==> config.mk <==
export PLATFORM = sky130hd
export DESIGN_NAME = full_adder_flat
export DESIGN_NICKNAME = d
export VERILOG_FILES = /design/src/rtl/full_adder_if.sv /design/src/rtl/full_adder.sv /design/src/flat_wrapper.sv
export SDC_FILE = /design/constraint.sdc
export NUM_CORES = 1
export LEC_CHECK = 0
export ABC_AREA = 1
export BUFFER_PORTS_ARGS = -buffer_cell sky130_fd_sc_hd__clkbuf_2
export CORE_AREA = 5 5 42 44
export CTS_BUF_LIST = sky130_fd_sc_hd__clkbuf_16
export DETAILED_ROUTE_END_ITERATION = 16
export DIE_AREA = 0 0 47 49
export SLEW_MARGIN = 20
export SYNTH_ARGS = -nofsm -noshare
export SYNTH_HDL_FRONTEND = slang
export SYNTH_SLANG_ARGS = --single-unit
==> constraint.sdc <==
create_clock -name clk -period 1.7 [get_ports clk]
set_input_delay 0.34 -clock clk [delete_from_list [all_inputs] [get_ports clk]]
set_output_delay 0.34 -clock clk [all_outputs]
set_load 0.02 [all_outputs]
==> src/rtl/full_adder_if.sv <==
// Operand/result bundle for full_adder.
// Ports (via modports):
//   master: drives A, B, Cin; observes S, Cout, V and their registered copies.
//   slave : the adder side, the reverse direction of master.
interface full_adder_if #(
  parameter int unsigned WIDTH = 1
);

  logic [WIDTH-1:0] A;
  logic [WIDTH-1:0] B;
  logic             Cin;
  logic [WIDTH-1:0] S;
  logic             Cout;
  logic             V;
  logic [WIDTH-1:0] S_q;
  logic             Cout_q;
  logic             V_q;

  modport master (
    output A, B, Cin,
    input  S, Cout, V, S_q, Cout_q, V_q
  );

  modport slave (
    input  A, B, Cin,
    output S, Cout, V, S_q, Cout_q, V_q
  );

endinterface

==> src/rtl/full_adder.sv <==
// Ripple-carry adder built from per-bit full-adder cells.
// Ports:
//   clk  - rising-edge clock for the registered copies
//   rst  - synchronous active-high clear of the registered copies
//   bus  - full_adder_if.slave: A, B, Cin in; combinational S, Cout, V out
//          (valid with clk idle) and one-cycle-delayed S_q, Cout_q, V_q out
module full_adder #(
  parameter int unsigned WIDTH = 1
) (
  input  logic          clk,
  input  logic          rst,
  full_adder_if.slave   bus
);

  // carry[i] is the carry into bit i; carry[WIDTH] is the carry-out
  logic [WIDTH:0]   carry;
  logic [WIDTH-1:0] sum;
  logic             overflow;

  logic [WIDTH-1:0] s_d,    s_q;
  logic             cout_d, cout_q;
  logic             v_d,    v_q;

  // Per-bit full-adder cells chained from bit 0 upward
  always_comb begin
    carry    = '0;
    sum      = '0;
    carry[0] = bus.Cin;
    for (int unsigned i = 0; i < WIDTH; i++) begin
      sum[i]     = bus.A[i] ^ bus.B[i] ^ carry[i];
      carry[i+1] = (bus.A[i] & bus.B[i]) | (bus.A[i] & carry[i]) | (bus.B[i] & carry[i]);
    end
  end

  // Signed overflow: carry into the MSB disagrees with carry out of it
  assign overflow = carry[WIDTH-1] ^ carry[WIDTH];

  // Next values for the registered copies
  always_comb begin
    s_d    = sum;
    cout_d = carry[WIDTH];
    v_d    = overflow;
  end

  // Result register with synchronous clear
  always_ff @(posedge clk) begin
    if (rst) begin
      s_q    <= '0;
      cout_q <= 1'b0;
      v_q    <= 1'b0;
    end else begin
      s_q    <= s_d;
      cout_q <= cout_d;
      v_q    <= v_d;
    end
  end

  assign bus.S      = sum;
  assign bus.Cout   = carry[WIDTH];
  assign bus.V      = overflow;
  assign bus.S_q    = s_q;
  assign bus.Cout_q = cout_q;
  assign bus.V_q    = v_q;

endmodule

==> src/flat_wrapper.sv <==
// flat-port wrapper written by rule: the top's interface ports become plain ports
module full_adder_flat 
#(
  parameter int unsigned WIDTH = 1
)
  (clk, rst, bus_A, bus_B, bus_Cin, bus_S, bus_Cout, bus_V, bus_S_q, bus_Cout_q, bus_V_q);
  full_adder_if #(.WIDTH(WIDTH)) bus_i ();
  input  logic clk;
  input  logic rst;
  input wire logic [$bits(bus_i.A)-1:0] bus_A;
  input wire logic [$bits(bus_i.B)-1:0] bus_B;
  input wire logic [$bits(bus_i.Cin)-1:0] bus_Cin;
  output wire logic [$bits(bus_i.S)-1:0] bus_S;
  output wire logic [$bits(bus_i.Cout)-1:0] bus_Cout;
  output wire logic [$bits(bus_i.V)-1:0] bus_V;
  output wire logic [$bits(bus_i.S_q)-1:0] bus_S_q;
  output wire logic [$bits(bus_i.Cout_q)-1:0] bus_Cout_q;
  output wire logic [$bits(bus_i.V_q)-1:0] bus_V_q;
  assign bus_i.A = bus_A;
  assign bus_i.B = bus_B;
  assign bus_i.Cin = bus_Cin;
  assign bus_S = bus_i.S;
  assign bus_Cout = bus_i.Cout;
  assign bus_V = bus_i.V;
  assign bus_S_q = bus_i.S_q;
  assign bus_Cout_q = bus_i.Cout_q;
  assign bus_V_q = bus_i.V_q;
  full_adder #(.WIDTH(WIDTH)) u_core (.clk(clk), .rst(rst), .bus(bus_i));
endmodule
==> results of run 1 <==
synth_stat cells (all sizes together):
master  count
inv         4
nor2        3
fa          1
nand2       3
dfxtp       3
report_power, final:
group	switching (mW)	internal, mW	total (mW)	leakage (nW)
sequential	0.00117	0.0769	0.0781	0.0250
combinational	0.0367	0.0201	0.0568	0.0842
clock	0.0616	0.303	0.365	0.0423
total	0.0994	0.400	0.499	0.152
state kept, by name, summed over array words and instances, names as in the netlist:
name,cells
u_core.bus.Cout_q,1
u_core.bus.S_q,1
u_core.bus.V_q,1
kinds of logic after synthesis:
group                    count (synthesis)
buffers and inverters                    4
adder cells (fa/ha/maj)                  1
flip-flops                               3
AND/OR/NAND/NOR                          6
cell type report:
cell class	instances	area [um2]
clock buffers	3	75.1
repair buffers	10	50.0
clock inverters	1	3.75
multi-input cells	7	52.6
inverters	4	15.0
flip-flops and latches	3	60.1
fillers	161	1120
well taps	16	20.0
path summary, 6_finish.rpt:
check	startpoint	endpoint	slack (ns)	cells after the start
worst max-delay path	bus_Cin	bus_V	0.09	7
worst min-delay path	rst	u_core.bus.V_q	0.31	2
layer usage:
layer  GRT usage [%]  vias up  part of all wire, %
met5               0        -                    0
met4            5.53        0                    0
met3            2.58        0                   18
met2            4.07        9                   40
met1            3.72       45                   42
li1                -       66                    -
per-stage QoR:
step / power, mW / hold WS, ns
final: 0.499 / 0.312
after global routing: 0.525 / 0.320
after CTS: 0.507 / 0.310
after floorplan: 0.116 / 0.407
after global placement: 0.136 / 0.537
after detailed placement: 0.136 / 0.540
what timing repair did:
action / CTS / global route
setup endpoints to repair: 0 / 1
resized for setup: 0 / 1
setup buffers: 0 / 0
==> results.yml, run 1 <==
setup_path:
  critPathTopFamily: "adder cells"
  slowest_delay_ns: 0.41
  required_ns: 1.36
  crit_type: "primary input to primary output"
  slowest_stage: "fa_2"
  crit_path_end_kind: "primary output"
  worst-path-buf-inv: 4
  cp_max_fo: 3
  arrival_ns: 1.27
  startpoint_type: "primary input"
  cp_cell_sequence: "clkbuf_2, fa_2, inv_1, nand2_2, nand2_2, inv_1, clkbuf_2"
layout:
  final_nets: 35
  finalInstanceArea_um2: 277
  postLayoutCoreUtil_pct: 19.7
  layout_common_cells: "10 x clkbuf_2, 5 x inv_1, 3 x clkbuf_16, 3 x dfxtp_1"
  drive_gt1_share_pct: 60.7
  layout_commonest_cell: "clkbuf_2"
  areaGrowthSynthToFinish_pct: 121
  n_antenna_cell: 0
  layoutNonFillerInstCount: 44
grt:
  grt_max_degree: 4
  antenna_found_initial: 0
  overflow: 0
  grt_pass1_wl_um: 545
  grt_pass1_vias: 149
  grt.total_usage_pct: 3.80
synthesis:
  ys_seq_area_share_pct: 48.0
  syn_nets: 20
  synth_xor_area_share_pct: 0
  synth_area_per_cell_um2: 8.94
  synthCells: 14
  ys_types: 7
  yosysWarningCount: 0
  synth_seq_cells: 3
  synth_top_family_by_area: "simple AND/OR/NAND/NOR gates"
  synthSimpleGateAreaFrac_pct: 24.0
  yosysTopAreaCell: "dfxtp_1"
  synthMuxAreaShare_pct: 0
  synthAdderAreaFrac_pct: 16.0
  synthTopCellsByArea: "dfxtp_1 48%, fa_1 16%, inv_1 12%"
  synth_top_area_share_pct: 48.0
  synth_compound_area_share_pct: 0
  syn_area_um2: 125
drt:
  drc_errors: 0
  routedWlPerCell_um: 7.50
  vias: 120
  drtIter0Drc: 2
  wl_um: 330
  dr.pass1.iters: 2
  detail-route-antenna-nets: 0
  via_per_inst: 2.73
sta:
  fin_tns_setup_ns: 0
  setup_violations: 0
  setup_ws_ns: 0.0945
  final.period_utilization_pct: 94.4
  min_period_ns: 1.61
  drv_slew: 0
  fmax_ghz: 0.623
  worst_slew_pin_slew_ns: 0.124
  rsz0062_at_grt: "false"
  final_hold_viol_count: 0
  max_slew_margin_pct: 91.7
clocking:
  cts_tree: "done"
  htreeDepth: 1
  clock_sinks: 3
  tritoncts.num_buffers: 3
  cts_hold_buf: 0
  clk_path_buf_depth: 2
  clkTransAtPathRegs_ns: 0.03
  cts_root_buffer: "clkbuf_16"
place:
  gp_congestion: 0.640
  io_buffer_count: 10
  place_area_um2: 195
  preCtsSetupSlack_ns: 0.0254
  place_inst: 40
power_and_ir_drop:
  peakVddDrop_mv: 0.361
  power.leakage_nw: 0.152
  p_per_area_nw_per_um2: 1810
flow_run:
  drv_cap: 0
floorplanning:
  core_area_um2: 1400
  dieArea_um2: 2300
  io_pins: 11
  die_w_um: 47
  rows: 14
  start_util_pct: 8.93
  die_y_um: 49
run_status:
  outcome: "complete, no violations"
worst_hold_path:
  hold_class: "primary input to flip-flop"
Power figures use the tool's default switching activity.
==> inputs of run 2 (changes only) <==
--- a/config.mk
+++ b/config.mk
@@ -6,11 +6,12 @@
 export NUM_CORES = 1
 export LEC_CHECK = 0
 export ABC_AREA = 1
+export ABC_CLOCK_PERIOD_IN_PS = 1700
 export BUFFER_PORTS_ARGS = -buffer_cell sky130_fd_sc_hd__clkbuf_2
 export CORE_AREA = 5 5 42 44
-export CTS_BUF_LIST = sky130_fd_sc_hd__clkbuf_16
 export DETAILED_ROUTE_END_ITERATION = 16
 export DIE_AREA = 0 0 47 49
+export RECOVER_POWER = 25
 export SLEW_MARGIN = 20
 export SYNTH_ARGS = -nofsm -noshare
 export SYNTH_HDL_FRONTEND = slang
==> run 2 against run 1 <==
  * First-iteration DRC count is the same
  * Non-clock buffer count is the same
  * Highest routed layer is now met4
  * Via count grew 4.2%
  * Sequential power is essentially flat
==> results.yml, run 2 (synthesis gave the netlist of run 1 again) <==
place:
  gp_congestion: 0.640
  place_area_um2: 195
  io_buffer_count: 10
  place_inst: 40
grt:
  antenna_found_initial: 0
  grt_pass1_vias: 145
  grt_max_degree: 4
  grt.total_usage_pct: 3.80
  overflow: 0
  grt_pass1_wl_um: 538
clocking:
  cts_tree: "done"
  tritoncts.num_buffers: 3
  cts_root_buffer: "clkbuf_4"
  cts_hold_buf: 0
  clock_sinks: 3
  clk_path_buf_depth: 2
  htreeDepth: 1
  clkTransAtPathRegs_ns: 0.04
sta:
  worst_slew_pin_slew_ns: 0.124
  drv_slew: 0
  final_hold_viol_count: 0
  fin_tns_setup_ns: 0
  rsz0062_at_grt: "false"
  final.period_utilization_pct: 94.4
  max_slew_margin_pct: 91.7
  setup_violations: 0
  min_period_ns: 1.61
  holdWs_ns: 0.297
  fmax_ghz: 0.623
layout:
  layoutNonFillerInstCount: 44
  layout_common_cells: "10 x clkbuf_2, 4 x inv_1, 3 x clkbuf_4, 3 x dfxtp_1"
  n_fill_cell: 173
  finalInstanceArea_um2: 224
  final_nets: 35
  multiInputGateArea_um2: 52.6
  n_antenna_cell: 0
  layout_commonest_cell: "clkbuf_2"
  drive_gt1_share_pct: 60.7
  final-seq-area_um2: 60.1
  areaGrowthSynthToFinish_pct: 79.0
  postLayoutCoreUtil_pct: 16.0
floorplanning:
  die_y_um: 49
  rows: 14
  die_w_um: 47
  start_util_pct: 8.93
  dieArea_um2: 2300
  core_area_um2: 1400
  io_pins: 11
drt:
  routedWlPerCell_um: 7.23
  via_per_inst: 2.84
  drc_errors: 0
  dr.pass1.iters: 3
  drtIter0Drc: 2
  wl_um: 318
  vias: 125
  detail-route-antenna-nets: 0
setup_path:
  arrival_ns: 1.27
  crit_path_end_kind: "primary output"
  required_ns: 1.36
  cp_max_fo: 3
  crit_type: "primary input to primary output"
  startpoint_type: "primary input"
worst_hold_path:
  hold_class: "primary input to flip-flop"
  holdPathEnd: "u_core.bus.V_q"
  hold_depth: 2
  hp-start: "rst"
flow_run:
  drv_cap: 0
power_and_ir_drop:
  p_per_area_nw_per_um2: 1160
  power.leakage_nw: 0.124
  peakVddDrop_mv: 0.135
run_status:
  outcome: "complete, no violations"
-- run 2: timing repair --
action                     4_1_cts  5_1_grt
gates resized for setup          0        1
buffers inserted                 0        0
setup endpoints to repair        0        1
-- run 2: metal layers --
metal | track usage [%] | wire, um
met5 | 0 | 0
met2 | 4.07 | 108
met1 | 3.72 | 135
met4 | 5.53 | 15
met3 | 2.58 | 59
-- run 2: stage by stage --
step / power (mW) / setup WS (ns)
floorplan: 0.116 / 0.152
global placement: 0.136 / 0.0404
detailed placement: 0.136 / 0.0254
CTS: 0.268 / 0.0240
global route: 0.287 / 0.0104
finish: 0.261 / 0.0945
-- run 2: worst max-delay path by stage --
stage                        from    end  slack, ns  cells past startpoint
after CTS                 bus_Cin  bus_V       0.02                      7
after global placement    bus_Cin  bus_V       0.04                      7
final                     bus_Cin  bus_V       0.09                      7
after detailed placement  bus_Cin  bus_V       0.03                      7
after global routing      bus_Cin  bus_V       0.01                      7
after floorplan           bus_Cin  bus_V       0.15                      5
-- run 2: cell type report --
cell class                      count  area share [%]
Clock buffer                        4            11.7
Multi-Input combinational cell      7            23.5
Timing Repair Buffer               10            22.3
Sequential cell                     3            26.8
Inverter                            4            6.70
Tap cell                           16            8.94
-- run 2: power by group --
| group | switching, mW | internal [mW] | leakage (nW) |
|---|---|---|---|
| sequential | 0.00117 | 0.0768 | 0.0250 |
| clock | 0.0381 | 0.0880 | 0.0150 |
| combinational | 0.0367 | 0.0201 | 0.0842 |
-- run 2: worst max-delay path, stage by stage --
cell and delay, ns:
clkbuf_2 0.11, fa_2 0.41, inv_1 0.10, nand2_2 0.05, nand2_2 0.07, inv_1 0.04
clkbuf_2 0.14
